<file path="config.mk">
export PLATFORM = sky130hd
export DESIGN_NAME = iob_ram_t2p_be_arb_flat
export DESIGN_NICKNAME = d
export VERILOG_FILES = /design/src/rtl/iob_ram_t2p_be_arb_if.sv /design/src/rtl/iob_ram_t2p_be_arb.sv /design/src/flat_wrapper.sv
export SDC_FILE = /design/constraint.sdc
export NUM_CORES = 1
export LEC_CHECK = 0
export CELL_PAD_IN_SITES_DETAIL_PLACEMENT = 1
export CELL_PAD_IN_SITES_GLOBAL_PLACEMENT = 1
export CORE_MARGIN = 2
export CORE_UTILIZATION = 22
export DETAILED_ROUTE_END_ITERATION = 7
export GPL_TIMING_DRIVEN = 0
export HOLD_SLACK_MARGIN = 0.08
export PLACE_DENSITY_LB_ADDON = 0.1
export SLEW_MARGIN = 20
export SYNTH_ARGS = -nofsm -noshare
export SYNTH_HDL_FRONTEND = slang
export SYNTH_SLANG_ARGS = --single-unit
</file>
<file path="constraint.sdc">
create_clock -name clk_i -period 2.8 [get_ports clk_i]
set_input_delay 0.56 -clock clk_i [delete_from_list [all_inputs] [get_ports clk_i]]
set_output_delay 0.56 -clock clk_i [all_outputs]
set_load 0.02 [all_outputs]
</file>
<file path="src/rtl/iob_ram_t2p_be_arb_if.sv">
// IOb native bus bundle for N_CH masters sharing the two-port RAM arbiter.
// Signal names carry the arbiter-side direction suffix.
interface iob_ram_t2p_be_arb_if #(
    parameter int N_CH   = 2,
    parameter int DATA_W = 32,
    parameter int ADDR_W = 16
);
    logic [N_CH-1:0]            iob_valid_i;
    logic [N_CH*ADDR_W-1:0]     iob_addr_i;
    logic [N_CH*DATA_W-1:0]     iob_wdata_i;
    logic [N_CH*DATA_W/8-1:0]   iob_wstrb_i;
    logic [N_CH-1:0]            iob_ready_o;
    logic [N_CH-1:0]            iob_rvalid_o;
    logic [DATA_W-1:0]          iob_rdata_o;

    modport master (
        output iob_valid_i, iob_addr_i, iob_wdata_i, iob_wstrb_i,
        input  iob_ready_o, iob_rvalid_o, iob_rdata_o
    );

    modport slave (
        input  iob_valid_i, iob_addr_i, iob_wdata_i, iob_wstrb_i,
        output iob_ready_o, iob_rvalid_o, iob_rdata_o
    );
endinterface

</file>
<file path="src/rtl/iob_ram_t2p_be_arb.sv">
// Round-robin front end sharing one read / one write byte-enable RAM among N_CH
// IOb masters, with optional same-cycle write-to-read bypass.
module iob_ram_t2p_be_arb #(
    parameter int N_CH   = 2,
    parameter int DATA_W = 32,
    parameter int ADDR_W = 16,
    parameter int FWD_EN = 1
) (
    input  logic                   clk_i,
    input  logic                   arst_n_i,
    input  logic                   cke_i,
    iob_ram_t2p_be_arb_if.slave    iob,
    output logic                   ram_r_en_o,
    output logic [ADDR_W-1:0]      ram_r_addr_o,
    input  logic [DATA_W-1:0]      ram_r_data_i,
    output logic [DATA_W/8-1:0]    ram_w_strb_o,
    output logic [ADDR_W-1:0]      ram_w_addr_o,
    output logic [DATA_W-1:0]      ram_w_data_o
);
    localparam int STRB_W = DATA_W / 8;
    localparam int PTR_W  = (N_CH > 1) ? $clog2(N_CH) : 1;

    logic [PTR_W-1:0]  rd_ptr_q, rd_ptr_d;
    logic [PTR_W-1:0]  wr_ptr_q, wr_ptr_d;
    logic [N_CH-1:0]   rd_ch_q, rd_ch_d;
    logic              rvalid_q, rvalid_d;
    logic [STRB_W-1:0] fwd_strb_q, fwd_strb_d;
    logic [DATA_W-1:0] fwd_data_q, fwd_data_d;

    logic              active;
    logic [N_CH-1:0]   rd_req, wr_req, rd_gnt, wr_gnt;
    logic [ADDR_W-1:0] r_addr, w_addr;
    logic [DATA_W-1:0] w_data;
    logic [STRB_W-1:0] w_strb;
    logic [N_CH-1:0]   rvalid;
    logic [DATA_W-1:0] rdata;

    // First requester at or after ptr, ascending with wrap.
    function automatic logic [N_CH-1:0] rr_pick(input logic [N_CH-1:0] req,
                                                input logic [PTR_W-1:0] ptr);
        logic [N_CH-1:0] gnt;
        int unsigned     idx;
        gnt = '0;
        for (int unsigned i = 0; i < N_CH; i++) begin
            idx = (32'(ptr) + i) % N_CH;
            if (gnt == '0 && req[idx]) gnt[idx] = 1'b1;
        end
        return gnt;
    endfunction

    function automatic logic [PTR_W-1:0] ptr_after(input logic [N_CH-1:0] gnt);
        logic [PTR_W-1:0] nxt;
        nxt = '0;
        for (int unsigned c = 0; c < N_CH; c++) begin
            if (gnt[c]) nxt = (c == N_CH - 1) ? '0 : PTR_W'(c + 1);
        end
        return nxt;
    endfunction

    // Gating requests with reset as well keeps the combinational outputs quiet in reset.
    assign active = cke_i & arst_n_i;

    always_comb begin
        rd_req = '0;
        wr_req = '0;
        for (int unsigned c = 0; c < N_CH; c++) begin
            if (active && iob.iob_valid_i[c]) begin
                if (iob.iob_wstrb_i[c*STRB_W +: STRB_W] == '0) rd_req[c] = 1'b1;
                else                                           wr_req[c] = 1'b1;
            end
        end
    end

    assign rd_gnt = rr_pick(rd_req, rd_ptr_q);
    assign wr_gnt = rr_pick(wr_req, wr_ptr_q);

    always_comb begin
        r_addr = '0;
        w_addr = '0;
        w_data = '0;
        w_strb = '0;
        for (int unsigned c = 0; c < N_CH; c++) begin
            if (rd_gnt[c]) r_addr = iob.iob_addr_i[c*ADDR_W +: ADDR_W];
            if (wr_gnt[c]) begin
                w_addr = iob.iob_addr_i[c*ADDR_W +: ADDR_W];
                w_data = iob.iob_wdata_i[c*DATA_W +: DATA_W];
                w_strb = iob.iob_wstrb_i[c*STRB_W +: STRB_W];
            end
        end
    end

    assign iob.iob_ready_o = rd_gnt | wr_gnt;
    assign ram_r_en_o      = |rd_gnt;
    assign ram_r_addr_o    = r_addr;
    assign ram_w_strb_o    = w_strb;
    assign ram_w_addr_o    = w_addr;
    assign ram_w_data_o    = w_data;

    always_comb begin
        rd_ptr_d   = rd_ptr_q;
        wr_ptr_d   = wr_ptr_q;
        rd_ch_d    = rd_ch_q;
        rvalid_d   = |rd_gnt;
        fwd_strb_d = '0;
        fwd_data_d = fwd_data_q;
        if (|rd_gnt) begin
            rd_ptr_d = ptr_after(rd_gnt);
            rd_ch_d  = rd_gnt;
        end
        if (|wr_gnt) wr_ptr_d = ptr_after(wr_gnt);
        if ((FWD_EN != 0) && (|rd_gnt) && (|wr_gnt) && (r_addr == w_addr)) begin
            fwd_strb_d = w_strb;
            fwd_data_d = w_data;
        end
    end

    always_ff @(posedge clk_i or negedge arst_n_i) begin
        if (!arst_n_i) begin
            rd_ptr_q   <= '0;
            wr_ptr_q   <= '0;
            rd_ch_q    <= '0;
            rvalid_q   <= 1'b0;
            fwd_strb_q <= '0;
            fwd_data_q <= '0;
        end else if (cke_i) begin
            rd_ptr_q   <= rd_ptr_d;
            wr_ptr_q   <= wr_ptr_d;
            rd_ch_q    <= rd_ch_d;
            rvalid_q   <= rvalid_d;
            fwd_strb_q <= fwd_strb_d;
            fwd_data_q <= fwd_data_d;
        end
    end

    // The RAM returns pre-write data on a same-address collision; patch strobed lanes.
    always_comb begin
        rdata = ram_r_data_i;
        for (int unsigned b = 0; b < STRB_W; b++) begin
            if (fwd_strb_q[b]) rdata[b*8 +: 8] = fwd_data_q[b*8 +: 8];
        end
    end

    assign rvalid           = rd_ch_q & {N_CH{rvalid_q & cke_i}};
    assign iob.iob_rvalid_o = rvalid;
    assign iob.iob_rdata_o  = (|rvalid) ? rdata : '0;
endmodule

</file>
<file path="src/flat_wrapper.sv">
// flat-port wrapper written by rule: the top's interface ports become plain ports
module iob_ram_t2p_be_arb_flat 
#(
    parameter int N_CH   = 2,
    parameter int DATA_W = 32,
    parameter int ADDR_W = 16,
    parameter int FWD_EN = 1
)
  (clk_i, arst_n_i, cke_i, ram_r_en_o, ram_r_addr_o, ram_r_data_i, ram_w_strb_o, ram_w_addr_o, ram_w_data_o, iob_iob_valid_i, iob_iob_addr_i, iob_iob_wdata_i, iob_iob_wstrb_i, iob_iob_ready_o, iob_iob_rvalid_o, iob_iob_rdata_o);
  iob_ram_t2p_be_arb_if #(.N_CH(N_CH), .DATA_W(DATA_W), .ADDR_W(ADDR_W)) iob_i ();
  input  logic clk_i;
  input  logic arst_n_i;
  input  logic cke_i;
  output logic ram_r_en_o;
  output logic [ADDR_W-1:0] ram_r_addr_o;
  input  logic [DATA_W-1:0] ram_r_data_i;
  output logic [DATA_W/8-1:0] ram_w_strb_o;
  output logic [ADDR_W-1:0] ram_w_addr_o;
  output logic [DATA_W-1:0] ram_w_data_o;
  input wire logic [$bits(iob_i.iob_valid_i)-1:0] iob_iob_valid_i;
  input wire logic [$bits(iob_i.iob_addr_i)-1:0] iob_iob_addr_i;
  input wire logic [$bits(iob_i.iob_wdata_i)-1:0] iob_iob_wdata_i;
  input wire logic [$bits(iob_i.iob_wstrb_i)-1:0] iob_iob_wstrb_i;
  output wire logic [$bits(iob_i.iob_ready_o)-1:0] iob_iob_ready_o;
  output wire logic [$bits(iob_i.iob_rvalid_o)-1:0] iob_iob_rvalid_o;
  output wire logic [$bits(iob_i.iob_rdata_o)-1:0] iob_iob_rdata_o;
  assign iob_i.iob_valid_i = iob_iob_valid_i;
  assign iob_i.iob_addr_i = iob_iob_addr_i;
  assign iob_i.iob_wdata_i = iob_iob_wdata_i;
  assign iob_i.iob_wstrb_i = iob_iob_wstrb_i;
  assign iob_iob_ready_o = iob_i.iob_ready_o;
  assign iob_iob_rvalid_o = iob_i.iob_rvalid_o;
  assign iob_iob_rdata_o = iob_i.iob_rdata_o;
  iob_ram_t2p_be_arb #(.N_CH(N_CH), .DATA_W(DATA_W), .ADDR_W(ADDR_W), .FWD_EN(FWD_EN)) u_core (.clk_i(clk_i), .arst_n_i(arst_n_i), .cke_i(cke_i), .iob(iob_i), .ram_r_en_o(ram_r_en_o), .ram_r_addr_o(ram_r_addr_o), .ram_r_data_i(ram_r_data_i), .ram_w_strb_o(ram_w_strb_o), .ram_w_addr_o(ram_w_addr_o), .ram_w_data_o(ram_w_data_o));
endmodule
</file>
==> results.toml <==
[critical_path]
max_fanout_on_critical_path = 8
setup.worst_path.start_class = "input port"
crit_path_start = "iob_iob_wstrb_i[0]"
cp_slowest_stage_delay_ns = 0.62
regToRegStartpoint = "u_core.wr_ptr_q$_DFFE_PN0P_"
cpLargestDelayFamily = "simple AND/OR/NAND/NOR gates"
critPathKind = "input port to flop"
number_of_buffer_and_inverter_stages_on_the_critical_path = 3
cp.required_ns = 2.97
arrival_ns = 3.58
critical_path.slowest_cell = "or4_4"
endpoint_kind = "flop"
path_cells = "buf_8 -> or4_4 -> o31ai_4 -> and2_4 -> o311ai_2 -> or4_1 -> or4_4 -> buf_12 -> buf_12 -> mux2_4"

[sta]
final_critical_path_setup_slack_ns = -0.6029
timing.max_slew.rel_slack_pct = 49.24
slew_viol_final = 0
fin_hold_ws_ns = 0.07967
grt_setup_unrepaired = "true"
timing_worst_slew_pin_value_ns = 0.7613
fmax_mhz = 293.9
totalNegativeSetupSlack_ns = -30.31
layout_min_cycle_time_ns = 3.403
setup_violations = 85
final_hold_vio_count = 0
worst_clock_skew_ns = 0.006608
fin_crit_sh_pct = 121.5

[pwr]
p_per_area_mw_per_mm2 = 269.0
power.leakage_nw = 3.793
power.total_mw = 2.136
max-vdd-ir-drop_uv = 224.2

[outcome]
violations = "setup timing"
run_status = "complete, but fails checks"

[logic_synthesis]
synthesis.instances = 382
ys_seq_elements = 41
synth_flop_cell = "dfrtp_1"
synth.yosys.warnings = 0
mappedNetlistNets = 523
syn-cell-area_mm2 = 0.003426
synth_area_per_cell_um2 = 8.968
synth-async-reset-ratio_pct = 100.0
seq_area_frac_synth_pct = 29.95
yosysUniqueCellTypes = 39
synth_enable_flop_cells = 0

[hold_path]
holdCritPathClass = "input port to asynchronous set/reset pin"

[clocking]
clock-root-buffer = "clkbuf_16"
clkSinkCount = 41
cts-buffers-inserted = 5
ctsLongestPathBuffers = 2
cts_tree = "built"
cts_max_level = 2
cts.reportedPaths.clkPinSlew_ns = 0.07
clk_latency_ns = 0.29
hold_buf_count_cts = 0

[grt]
grt_util_all_layers_pct = 21.14
first_global_vias = 4779
grt_start_max_net_pins = 25
grt_remaining_overflow = 0
grt_pass1_wl_um = 27310
grt_antenna_before_repair = 0

[placement]
place.port_buffers = 245
place_worst_setup_slack_ns = -2.395
place.detailed.hpwl_um = 13020
placed_inst_area_mm2 = 0.006152
finalWeightedCongestion = 0.8257

[cells_and_area]
area_growth_pct = 131.8
multiInputGateArea_mm2 = 0.002626
layout.nets = 873
drive_above_1_share_pct = 41.34
post_route_cell_area_mm2 = 0.007941
fillerInstances = 1706
antenna_cells = 0
ff_latch_area_mm2 = 0.001026

[drt]
drt_iter0_markers = 134
drc = 0
avgRoutedWirePerCell_um = 20.82
detail_route.wirelength_um = 19180
route.detailed.vias_per_inst = 4.941
drt_pass_1_iters = 6
final_antenna_net_count = 0
route.vias.total = 4551

[floorplanning]
die_height_um = 128.8
dieArea_mm2 = 0.01659
fp.coreArea_mm2 = 0.01520
fp.dieW_um = 128.8
design.portCount = 246
floorplan.initialDensity_pct = 22.53
rows = 45

[flow_run]
timing.max_cap.violations = 0
cells in the mapped netlist (6+ instances only):
library cell	number	area share (%)
o21ai_0	11	1.6
a22o_1	34	8.7
clkbuf_1	19	2.1
nand2_1	36	3.9
o31ai_1	6	1.3
mux2_1	6	2.0
mux2_4	26	11
dfrtp_1	41	30
mux2i_1	32	9.3
o22ai_1	38	6.9
nor2_1	46	5.0
inv_1	14	1.5
a21oi_1	7	1.0
a22oi_1	6	1.3
report_power, final:
group,switching [mW],internal [mW]
clock,0.264,0.446
sequential,0.0218,0.607
combinational,0.341,0.456
total,0.627,1.51
worst paths after layout:
path	end	slack (ns)	depth (start not counted)
setup / recovery	u_core.fwd_data_q[20]$_DFFE_PN0P_	-0.60	10
hold / removal	u_core.fwd_data_q[15]$_DFFE_PN0P_	0.08	1
setup reg to reg	u_core.fwd_data_q[20]$_DFFE_PN0P_	-0.33	10
hold reg to reg	u_core.rd_ch_q[1]$_DFFE_PN0P_	0.47	1
max in group asynchronous	u_core.rd_ptr_q$_DFFE_PN0P_	2.37	2
min in group clk_i	u_core.rd_ch_q[1]$_DFFE_PN0P_	0.47	1
final cells by class:
class | count | area share, %
timing repair buffer | 351 | 43.88
multi-input combinational | 294 | 33.07
sequential | 41 | 12.92
buffer | 25 | 4.285
tap | 188 | 2.962
clock buffer | 6 | 1.749
inverter | 14 | 0.6617
clock inverter | 2 | 0.4727
flip-flops by register name, indices dropped and copies added (netlist names):
name / count
u_core.fwd_data_q: 32
u_core.fwd_strb_q: 4
u_core.rd_ch_q: 2
u_core.rd_ptr_q: 1
u_core.rvalid_q: 1
u_core.wr_ptr_q: 1
cell families after synthesis:
logic type | share of synthesized area [%]
muxes | 22.72
DFF | 29.95
and+or+nand+nor | 13.95
AOI/OAI and AO/OA | 25.75
buffers and inverters | 6.099
xor gates and xnor gates | 1.534
metal layers:
metal  routed length, um  vias up  global-route usage, %
met1                8015     2249                  25.80
met2                9903      156                  38.75
met3                1021       14                  3.534
met5                   0        -                      0
met4                 235        0                  4.923
li1                    -     2132                      -
layout by cell type (no fill, tap or decap), drive strengths merged:
master | netlist | final
o31ai | 8 | 8
o32a | 1 | 1
o22ai | 38 | 38
clkinvlp | 0 | 1
inv | 14 | 14
a311oi | 1 | 1
xnor2 | 3 | 3
nor4 | 3 | 3
mux2 | 32 | 32
clkdlybuf4s15 | 0 | 3
dfrtp | 41 | 41
o21ai | 11 | 11
xor2 | 3 | 3
clkdlybuf4s50 | 0 | 130
o21bai | 2 | 2
nand2 | 36 | 36
a41oi | 1 | 1
and3 | 4 | 4
a21o | 2 | 2
bufinv | 0 | 1
dlymetal6s2s | 0 | 7
dlygate4sd2 | 0 | 29
and2 | 2 | 2
o311ai | 2 | 2
nor3 | 3 | 3
nand3 | 5 | 5
o2111ai | 2 | 2
clkbuf | 19 | 22
a31oi | 4 | 4
buf | 14 | 191
nor2 | 46 | 46
a21oi | 7 | 7
a22o | 34 | 34
nand4 | 2 | 2
a22oi | 6 | 6
mux2i | 32 | 32
or4 | 4 | 4
stage by stage:
| step | util (%) | std cells |
|---|---|---|
| 3_5_place_dp | 40.47 | 816 |
| 2_1_floorplan | - | 382 |
| 5_1_grt | 52.24 | 921 |
| 6_report | 52.24 | 921 |
| 3_3_place_gp | 40.32 | 815 |
| 4_1_cts | 48.22 | 888 |
timing repair:
item / in CTS / in global routing
gates cloned: 6 / 4
buffers inserted: 60 / 38
gates resized for setup: 542 / 93
pin swaps: 44 / 36
setup endpoints to repair: 143 / 111
No activity file was read; power rests on OpenSTA's default activity.
